<file path="src/rtl/mem_arb_pkg.sv">
// Shared types and constants for the two-port memory arbiter.
// The arbitration mode is selected in mem_arb_pick by the MEM_ARB_RR_EN macro.
package mem_arb_pkg;

  localparam int unsigned MEM_ADDR_W   = 15;
  localparam int unsigned MEM_DATA_W   = 8;
  localparam int unsigned READ_LAT_DEF = 3;
  localparam int unsigned CNT_W        = 4;
  localparam int unsigned NUM_PORTS    = 2;

  localparam logic PORT_CPU = 1'b0;
  localparam logic PORT_LDR = 1'b1;

  typedef enum logic [1:0] {
    ST_IDLE,
    ST_ISSUE,
    ST_WAIT,
    ST_RESP
  } state_e;

  // One port's request payload as seen by the issue registers.
  typedef struct packed {
    logic                  we;
    logic [MEM_ADDR_W-1:0] addr;
    logic [MEM_DATA_W-1:0] wdata;
  } req_t;

endpackage

</file>
<file path="src/rtl/mem_arb_pick.sv">
// Combinational winner selection between the two request ports.
// MEM_ARB_RR_EN defined: round-robin against the last granted port; undefined: port 0 first.
module mem_arb_pick
  import mem_arb_pkg::*;
(
  input  logic [NUM_PORTS-1:0] req,
`ifdef MEM_ARB_RR_EN
  input  logic                 last,
`endif
  output logic [NUM_PORTS-1:0] gnt_oh_c,
  output logic                 valid_c
);

  always_comb begin
    gnt_oh_c = '0;
    valid_c  = |req;
`ifdef MEM_ARB_RR_EN
    // On contention favour the port that did not win last time.
    if (req == 2'b11) begin
      gnt_oh_c = last ? 2'b01 : 2'b10;
    end else if (req[PORT_CPU]) begin
      gnt_oh_c = 2'b01;
    end else if (req[PORT_LDR]) begin
      gnt_oh_c = 2'b10;
    end
`else
    if (req[PORT_CPU]) begin
      gnt_oh_c = 2'b01;
    end else if (req[PORT_LDR]) begin
      gnt_oh_c = 2'b10;
    end
`endif
  end

endmodule

</file>
<file path="src/rtl/mem_arbiter.sv">
// Two-port arbiter and sequencer for the single-port byte memory with a registered read path.
// Arbitration mode set by MEM_ARB_RR_EN (round-robin) or its absence (fixed port-0 priority).
module mem_arbiter
  import mem_arb_pkg::*;
#(
  parameter int unsigned READ_LAT = READ_LAT_DEF
) (
  input  logic                  clk,
  input  logic                  rst_n,
  input  logic                  p0_req,
  input  logic                  p0_we,
  input  logic [MEM_ADDR_W-1:0] p0_addr,
  input  logic [MEM_DATA_W-1:0] p0_wdata,
  input  logic                  p1_req,
  input  logic                  p1_we,
  input  logic [MEM_ADDR_W-1:0] p1_addr,
  input  logic [MEM_DATA_W-1:0] p1_wdata,
  output logic                  p0_gnt,
  output logic                  p1_gnt,
  output logic                  p0_rvalid,
  output logic                  p1_rvalid,
  output logic [MEM_DATA_W-1:0] p0_rdata,
  output logic [MEM_DATA_W-1:0] p1_rdata,
  output logic [MEM_ADDR_W-1:0] mem_addr,
  output logic                  mem_write,
  output logic [MEM_DATA_W-1:0] mem_data_in,
  input  logic [MEM_DATA_W-1:0] mem_data_out
);

  state_e                state_q, state_d;
  logic [CNT_W-1:0]      cnt_q, cnt_d;
  logic                  owner_q, owner_d;
  logic [NUM_PORTS-1:0]  gnt_q, gnt_d;
  logic [NUM_PORTS-1:0]  rvalid_q, rvalid_d;
  logic [MEM_DATA_W-1:0] rdata0_q, rdata0_d;
  logic [MEM_DATA_W-1:0] rdata1_q, rdata1_d;
  logic [MEM_ADDR_W-1:0] mem_addr_q, mem_addr_d;
  logic                  mem_write_q, mem_write_d;
  logic [MEM_DATA_W-1:0] mem_data_in_q, mem_data_in_d;

  req_t                  p0_r, p1_r, win_r;
  logic [NUM_PORTS-1:0]  pick_gnt_c;
  logic                  pick_valid_c;

`ifdef MEM_ARB_RR_EN
  logic                  last_q, last_d;
`endif

  assign p0_r  = '{we: p0_we, addr: p0_addr, wdata: p0_wdata};
  assign p1_r  = '{we: p1_we, addr: p1_addr, wdata: p1_wdata};
  assign win_r = pick_gnt_c[PORT_LDR] ? p1_r : p0_r;

  mem_arb_pick u_pick (
    .req      ({p1_req, p0_req}),
`ifdef MEM_ARB_RR_EN
    .last     (last_q),
`endif
    .gnt_oh_c (pick_gnt_c),
    .valid_c  (pick_valid_c)
  );

  // Next-state and next-output logic; gnt, rvalid and mem_write are single-cycle by default.
  always_comb begin
    state_d       = state_q;
    cnt_d         = cnt_q;
    owner_d       = owner_q;
    gnt_d         = '0;
    rvalid_d      = '0;
    rdata0_d      = rdata0_q;
    rdata1_d      = rdata1_q;
    mem_addr_d    = mem_addr_q;
    mem_write_d   = 1'b0;
    mem_data_in_d = mem_data_in_q;
`ifdef MEM_ARB_RR_EN
    last_d        = last_q;
`endif

    case (state_q)
      ST_IDLE: begin
        if (pick_valid_c) begin
          owner_d       = pick_gnt_c[PORT_LDR];
          gnt_d         = pick_gnt_c;
          mem_addr_d    = win_r.addr;
          mem_write_d   = win_r.we;
          mem_data_in_d = win_r.wdata;
          state_d       = ST_ISSUE;
`ifdef MEM_ARB_RR_EN
          last_d        = pick_gnt_c[PORT_LDR];
`endif
        end
      end
      ST_ISSUE: begin
        if (mem_write_q) begin
          state_d = ST_IDLE;
        end else begin
          cnt_d   = CNT_W'(READ_LAT - 1);
          state_d = ST_WAIT;
        end
      end
      ST_WAIT: begin
        // The memory output is valid in the cycle the counter reaches zero.
        if (cnt_q == '0) begin
          if (owner_q == PORT_LDR) begin
            rdata1_d = mem_data_out;
          end else begin
            rdata0_d = mem_data_out;
          end
          rvalid_d[owner_q] = 1'b1;
          state_d           = ST_RESP;
        end else begin
          cnt_d = cnt_q - CNT_W'(1);
        end
      end
      ST_RESP: begin
        state_d = ST_IDLE;
      end
      default: begin
        state_d = ST_IDLE;
      end
    endcase
  end

  always_ff @(posedge clk) begin
    if (!rst_n) begin
      state_q       <= ST_IDLE;
      cnt_q         <= '0;
      owner_q       <= PORT_CPU;
      gnt_q         <= '0;
      rvalid_q      <= '0;
      rdata0_q      <= '0;
      rdata1_q      <= '0;
      mem_addr_q    <= '0;
      mem_write_q   <= 1'b0;
      mem_data_in_q <= '0;
`ifdef MEM_ARB_RR_EN
      last_q        <= PORT_LDR;
`endif
    end else begin
      state_q       <= state_d;
      cnt_q         <= cnt_d;
      owner_q       <= owner_d;
      gnt_q         <= gnt_d;
      rvalid_q      <= rvalid_d;
      rdata0_q      <= rdata0_d;
      rdata1_q      <= rdata1_d;
      mem_addr_q    <= mem_addr_d;
      mem_write_q   <= mem_write_d;
      mem_data_in_q <= mem_data_in_d;
`ifdef MEM_ARB_RR_EN
      last_q        <= last_d;
`endif
    end
  end

  assign p0_gnt      = gnt_q[PORT_CPU];
  assign p1_gnt      = gnt_q[PORT_LDR];
  assign p0_rvalid   = rvalid_q[PORT_CPU];
  assign p1_rvalid   = rvalid_q[PORT_LDR];
  assign p0_rdata    = rdata0_q;
  assign p1_rdata    = rdata1_q;
  assign mem_addr    = mem_addr_q;
  assign mem_write   = mem_write_q;
  assign mem_data_in = mem_data_in_q;

endmodule

</file>
<file path="config.mk">
export PLATFORM = sky130hd
export DESIGN_NAME = mem_arbiter
export DESIGN_NICKNAME = d
export VERILOG_FILES = /design/src/rtl/mem_arb_pkg.sv /design/src/rtl/mem_arb_pick.sv /design/src/rtl/mem_arbiter.sv
export SDC_FILE = /design/constraint.sdc
export NUM_CORES = 1
export LEC_CHECK = 0
export ABC_AREA = 1
export ABC_CLOCK_PERIOD_IN_PS = 1500
export CORE_ASPECT_RATIO = 1.75
export CORE_MARGIN = 2
export CORE_UTILIZATION = 40
export CTS_CLUSTER_SIZE = 40
export DETAILED_ROUTE_END_ITERATION = 8
export GPL_ROUTABILITY_DRIVEN = 0
export PLACE_DENSITY_LB_ADDON = 0.1
export SYNTH_ARGS = -nofsm -noshare
export SYNTH_HDL_FRONTEND = slang
export SYNTH_SLANG_ARGS = --single-unit
</file>
<file path="constraint.sdc">
create_clock -name clk -period 1.5 [get_ports clk]
set_clock_uncertainty 0.15 [all_clocks]
set_input_delay 0.3 -clock clk [delete_from_list [all_inputs] [get_ports clk]]
set_output_delay 0.3 -clock clk [all_outputs]
set_load 0.02 [all_outputs]
</file>
# After elaboration in Yosys (flattened, before gate mapping)
# Cells that the tools add are included.
# classes
addsub,1
order_cmp,2
eq_ne,7
n_mux,12
bitwise_logic,1
reduce_logical,12
# op_table
operator,n
24-bit two-way mux,1
3-bit AND reduction,5
2-bit two-way mux,5
4-bit two-way mux,2
2-bit != test (second input constant),4
2-bit one-hot mux with 4 select lines,1
4-bit one-hot mux with 2 select lines,1
2-bit equality test (second input constant),2
4-bit logical NOT,1
2-bit AND reduction,2
4-bit by 1-bit subtractor with 4-bit output (second input constant),1
2-bit by 1-bit equality test with 1-bit output (second input constant),1
2-bit logical NOT,1
1-bit by 2-bit less-than comparator with 1-bit output (second input constant),1
2-bit nonzero test,1
2-bit OR reduction,1
1-bit demux with 1-bit select,1
1-bit >= comparator (second input constant),1
1-bit logical AND,1
1-bit two-way mux,1
1-bit NOT,1
# word_totals
reg_bits,51
word_cells,45

# Depth between registers and ports, before layout
# logic_depth
word_depth,4
depth_mapped,9
mapped_depth_nobuf,9

# By module
# Synthesis repeated with hierarchy kept, for this count alone.
# unflattened
cells_unflattened,247
area_unflattened_um2,2164.6
# by_module_without_submodules
module,n_inst,cells_each,area_each_um2,seq_area_each_um2
mem_arbiter,1,242,2142.1,1021.0
mem_arb_pick,1,5,22.5,0.0

# Worst setup path before layout
# Ideal clock, no wire load.
# synth_timing
path_kind,reg2reg
start,reg cnt_q[0]
end,"reg rdata0_q[7], in the netlist p0_rdata[7]"
arrival_time_ps,1066
setup_slack_ps,152
stages_incl_launch_ff,9
path_buffers,1
synth_period_minus_slack_ps,1348
path_cell_list,dfxtp_1 -> inv_1 -> ha_1 -> nand2_1 -> nor2_1 -> buf_4 -> nand2_2 -> nand2_1 -> a21oi_1
# synth_between
elab_chain_cells,2
# synth_lines
element,line,source
"start, declared",mem_arbiter.sv:31,"logic [CNT_W-1:0] cnt_q, cnt_d;"
"start signal, assigned",mem_arbiter.sv:140,cnt_q <= cnt_d;
4-bit logical NOT,mem_arbiter.sv:102,if (cnt_q == '0) begin
3-bit AND reduction (no source line),-,
"end signal, assigned",mem_arbiter.sv:144,rdata0_q <= rdata0_d;
"end, declared",mem_arbiter.sv:35,"logic [MEM_DATA_W-1:0] rdata0_q, rdata0_d;"
# No other way between the ends.
# A chain may end at the register's enable or synchronous reset.

# Worst setup path in the final report
# layout_timing
start,reg state_q[0]
end,"reg rdata0_q[3], in the netlist p0_rdata[3]"
# layout_between
elab_chain_cells,2
# layout_lines
element,line,source
"start, declared",mem_arbiter.sv:30,"state_e state_q, state_d;"
"start signal, assigned",mem_arbiter.sv:139,state_q <= state_d;
2-bit equality test,mem_arbiter.sv:78,case (state_q)
3-bit AND reduction (no source line),-,
# No other way between the ends.

==> flow_summary.json <==
{
  "reg2regPathDepth": 6,
  "crit_fanout": 8,
  "clk_path_buf_depth": 2,
  "synthToLayoutAreaGrowth_pct": 63.5,
  "hold_class": "flip-flop to flip-flop",
  "globalRouteOverflowTotal": 0,
  "cts_tree": "done",
  "final_common_cell": "sky130_fd_sc_hd__nand2_1",
  "fp-row-count": 35,
  "vdd.ir_drop.worst_v": 0.000595,
  "max_slew_margin_pct": 79.9,
  "multi_input_area_um2": 1100,
  "die_x_um": 59.7,
  "postPlaceCellArea_um2": 3360,
  "holdBufCountCts": 0,
  "critical_path.startpoint_type": "flip-flop",
  "timing_max_transition_violations_final": 0,
  "floorplan.io_pins": 104,
  "seq_area_frac_synth_pct": 47.0,
  "p_leak_nw": 1.70,
  "drv_cap": 0,
  "r2r_start": "state_q[0]",
  "drt-vias-per-instance": 4.82,
  "drt.antenna.violating_nets": 0,
  "first_pass_grt_wire_length_um": 9150,
  "synth.lib_cells_used.distinct": 19,
  "min_delay_path_depth": 2,
  "power.density_nw_per_um2": 1190,
  "final-hold-violation-count": 0,
  "dp_hpwl_um": 4340,
  "timing.critical_path.arrival_ps": 1550,
  "clkLatencyLatePin_ps": 300,
  "path_cells": "inv_2, nand2_2, nor2_2, buf_4, nand3_1, a21oi_2",
  "dominant_delay_contributor_by_cell_family_on_the_critical_path": "simple AND/OR/NAND/NOR gates",
  "ctsRootBufferMaster": "sky130_fd_sc_hd__clkbuf_8",
  "timing.final.setup_violations": 0,
  "cts_num_sinks": 51,
  "cp.buffers_inverters": 2,
  "antenna_violations_before_repair": 0,
  "num_vias": 2350,
  "cts_htree_levels": 2,
  "n_antenna_cell": 0,
  "final.period_utilization_pct": 97.0,
  "worstSetupPathDepth": 6,
  "routed_wirelength_um": 5930,
  "reg2reg_to": "p0_rdata[3]",
  "regArea_um2": 1020,
  "criticalPathCategory": "flip-flop to flip-flop",
  "syn_area_um2": 2170,
  "netlist_instances": 316,
  "wl_per_cell_um": 12.1,
  "final-instance-count-excl-fill": 488,
  "setup_slack_ps": 44.8,
  "timing.critical_path.to_type": "flip-flop",
  "stdcell_area_um2": 3550,
  "num-fill-cells": 484,
  "core_area_um2": 5260,
  "grt_usage_pct": 19.4,
  "drive_gt1_share_pct": 12.7,
  "status": "complete, no violations",
  "max_clock_freq_ghz": 0.687,
  "tightestPinTransition_ps": 301,
  "min_to": "mem_addr[7]",
  "aggregate_negative_setup_slack_ps": 0,
  "cpPeakStageDelay_ps": 330,
  "syn-mean-instance-area_um2": 6.87,
  "largest_net_degree_at_the_start_of_global_routing": 21,
  "initial_util_pct": 41.3,
  "dp.cells": 478,
  "drt_pass_1_iters": 4,
  "layout.cells.most_common_list": "sky130_fd_sc_hd__nand2_1, sky130_fd_sc_hd__clkdlybuf4s50_1, sky130_fd_sc_hd__dfxtp_1",
  "floorplan.die_area_um2": 6060,
  "placement.setup.worst_slack_ps": -224,
  "synth_warnings": 0,
  "drc": 0,
  "period_minus_slack_ps": 1460,
  "synth_nets": 378,
  "clk_pin_slew_ps": 100,
  "timing.critical_path.required_ps": 1600,
  "drt_first_iter_violations": 48,
  "finalPower_mw": 4.21,
  "synth_seq_cells": 51,
  "slowest_cell_on_crit_path": "sky130_fd_sc_hd__dfxtp_1",
  "worst-r2r-setup-slack_ps": 40,
  "timing.hold.ws_ps": 313,
  "holdCritStartpoint": "mem_addr[7]",
  "cts_made_buffers": 5,
  "post-route-util_pct": 67.5,
  "final_nets": 494,
  "die-height_um": 101,
  "portBuffers": 103,
  "first_global_vias": 2203
}
[worst max path at each step]
| stage | start | endpoint | slack, ps |
|---|---|---|---|
| after CTS | cnt_q[0] | cnt_q[0] | -0.09 |
| after floorplan | cnt_q[0] | p0_rdata[7] | 150 |
| after global routing | state_q[0] | p0_rdata[3] | -20 |
| after global placement | p1_req | mem_data_in[0] | -190 |
| final | state_q[0] | p0_rdata[3] | 40 |
| after detailed placement | p1_req | mem_data_in[4] | -220 |
[cell families after synthesis]
family / count (synthesis) / synth area share (%)
DFF: 51 / 47.0
adders and majority gates: 2 / 1.15
buffers and inverters: 29 / 6.80
and+or+nand+nor: 189 / 34.6
AOI/OAI and AO/OA: 45 / 10.4
[state kept, by name, summed over array words and instances, names as in the netlist, named ones only]
signal / count
gnt_q: 2
mem_addr: 15
cnt_q: 4
p0_rdata: 8
mem_data_in: 8
owner_q: 1
p1_rdata: 8
state_q: 1
mem_write: 1
rvalid_q: 2
[per-layer routing]
metal  up-vias  routed length (µm)  GRT usage (%)
li1       1227                   -              -
met1      1024                2180           18.9
met2        86                3220           36.3
met3        13                 379           5.11
met4         0                 143           8.72
met5         -                   0              0
[synthesized netlist by cell type]
cell type,instances,share of area (%)
sky130_fd_sc_hd__ha_1,2,1.2
sky130_fd_sc_hd__nand4_1,1,0.29
sky130_fd_sc_hd__o21ai_0,10,2.3
sky130_fd_sc_hd__inv_2,5,0.86
sky130_fd_sc_hd__nor3_1,1,0.23
sky130_fd_sc_hd__nor2_4,1,0.52
sky130_fd_sc_hd__buf_2,1,0.23
sky130_fd_sc_hd__nor2_1,27,4.7
sky130_fd_sc_hd__clkbuf_1,4,0.69
sky130_fd_sc_hd__nand2_2,4,1.2
sky130_fd_sc_hd__dfxtp_1,51,47
sky130_fd_sc_hd__buf_4,6,2.1
sky130_fd_sc_hd__nand2_1,140,24
sky130_fd_sc_hd__buf_6,2,1.0
sky130_fd_sc_hd__nand3_1,14,3.2
sky130_fd_sc_hd__a31oi_1,1,0.29
sky130_fd_sc_hd__a21oi_1,34,7.8
sky130_fd_sc_hd__inv_1,11,1.9
sky130_fd_sc_hd__nor2_2,1,0.29
[worst min-delay path, delay by kind of cell, from the launching register on]
kind | cells | cell delay (ps)
flops | 1 | 320
compound gates | 1 | 50
simple gates | 1 | 60
[cell type report]
class,instances,share of cell area (%)
timing repair buffer,121,33.1
tap,55,1.94
sequential,51,28.8
clock inverter,3,1.30
clock buffer,5,1.94
inverter,16,1.83
multi-input combinational,237,31.0
[where the power goes]
| group | switching, mW | internal, mW | total (mW) |
|---|---|---|---|
| sequential | 0.0936 | 1.52 | 1.62 |
| combinational | 0.906 | 0.714 | 1.62 |
| clock | 0.471 | 0.503 | 0.974 |
| total | 1.47 | 2.74 | 4.21 |
[timing repair]
action                                  CTS  global route
buffers inserted                          1             1
gates cloned                              0             1
endpoints found under the setup margin   63            26
pin swaps                                 0             6
resized for setup                        52            32
Power figures use the tool's default switching activity.
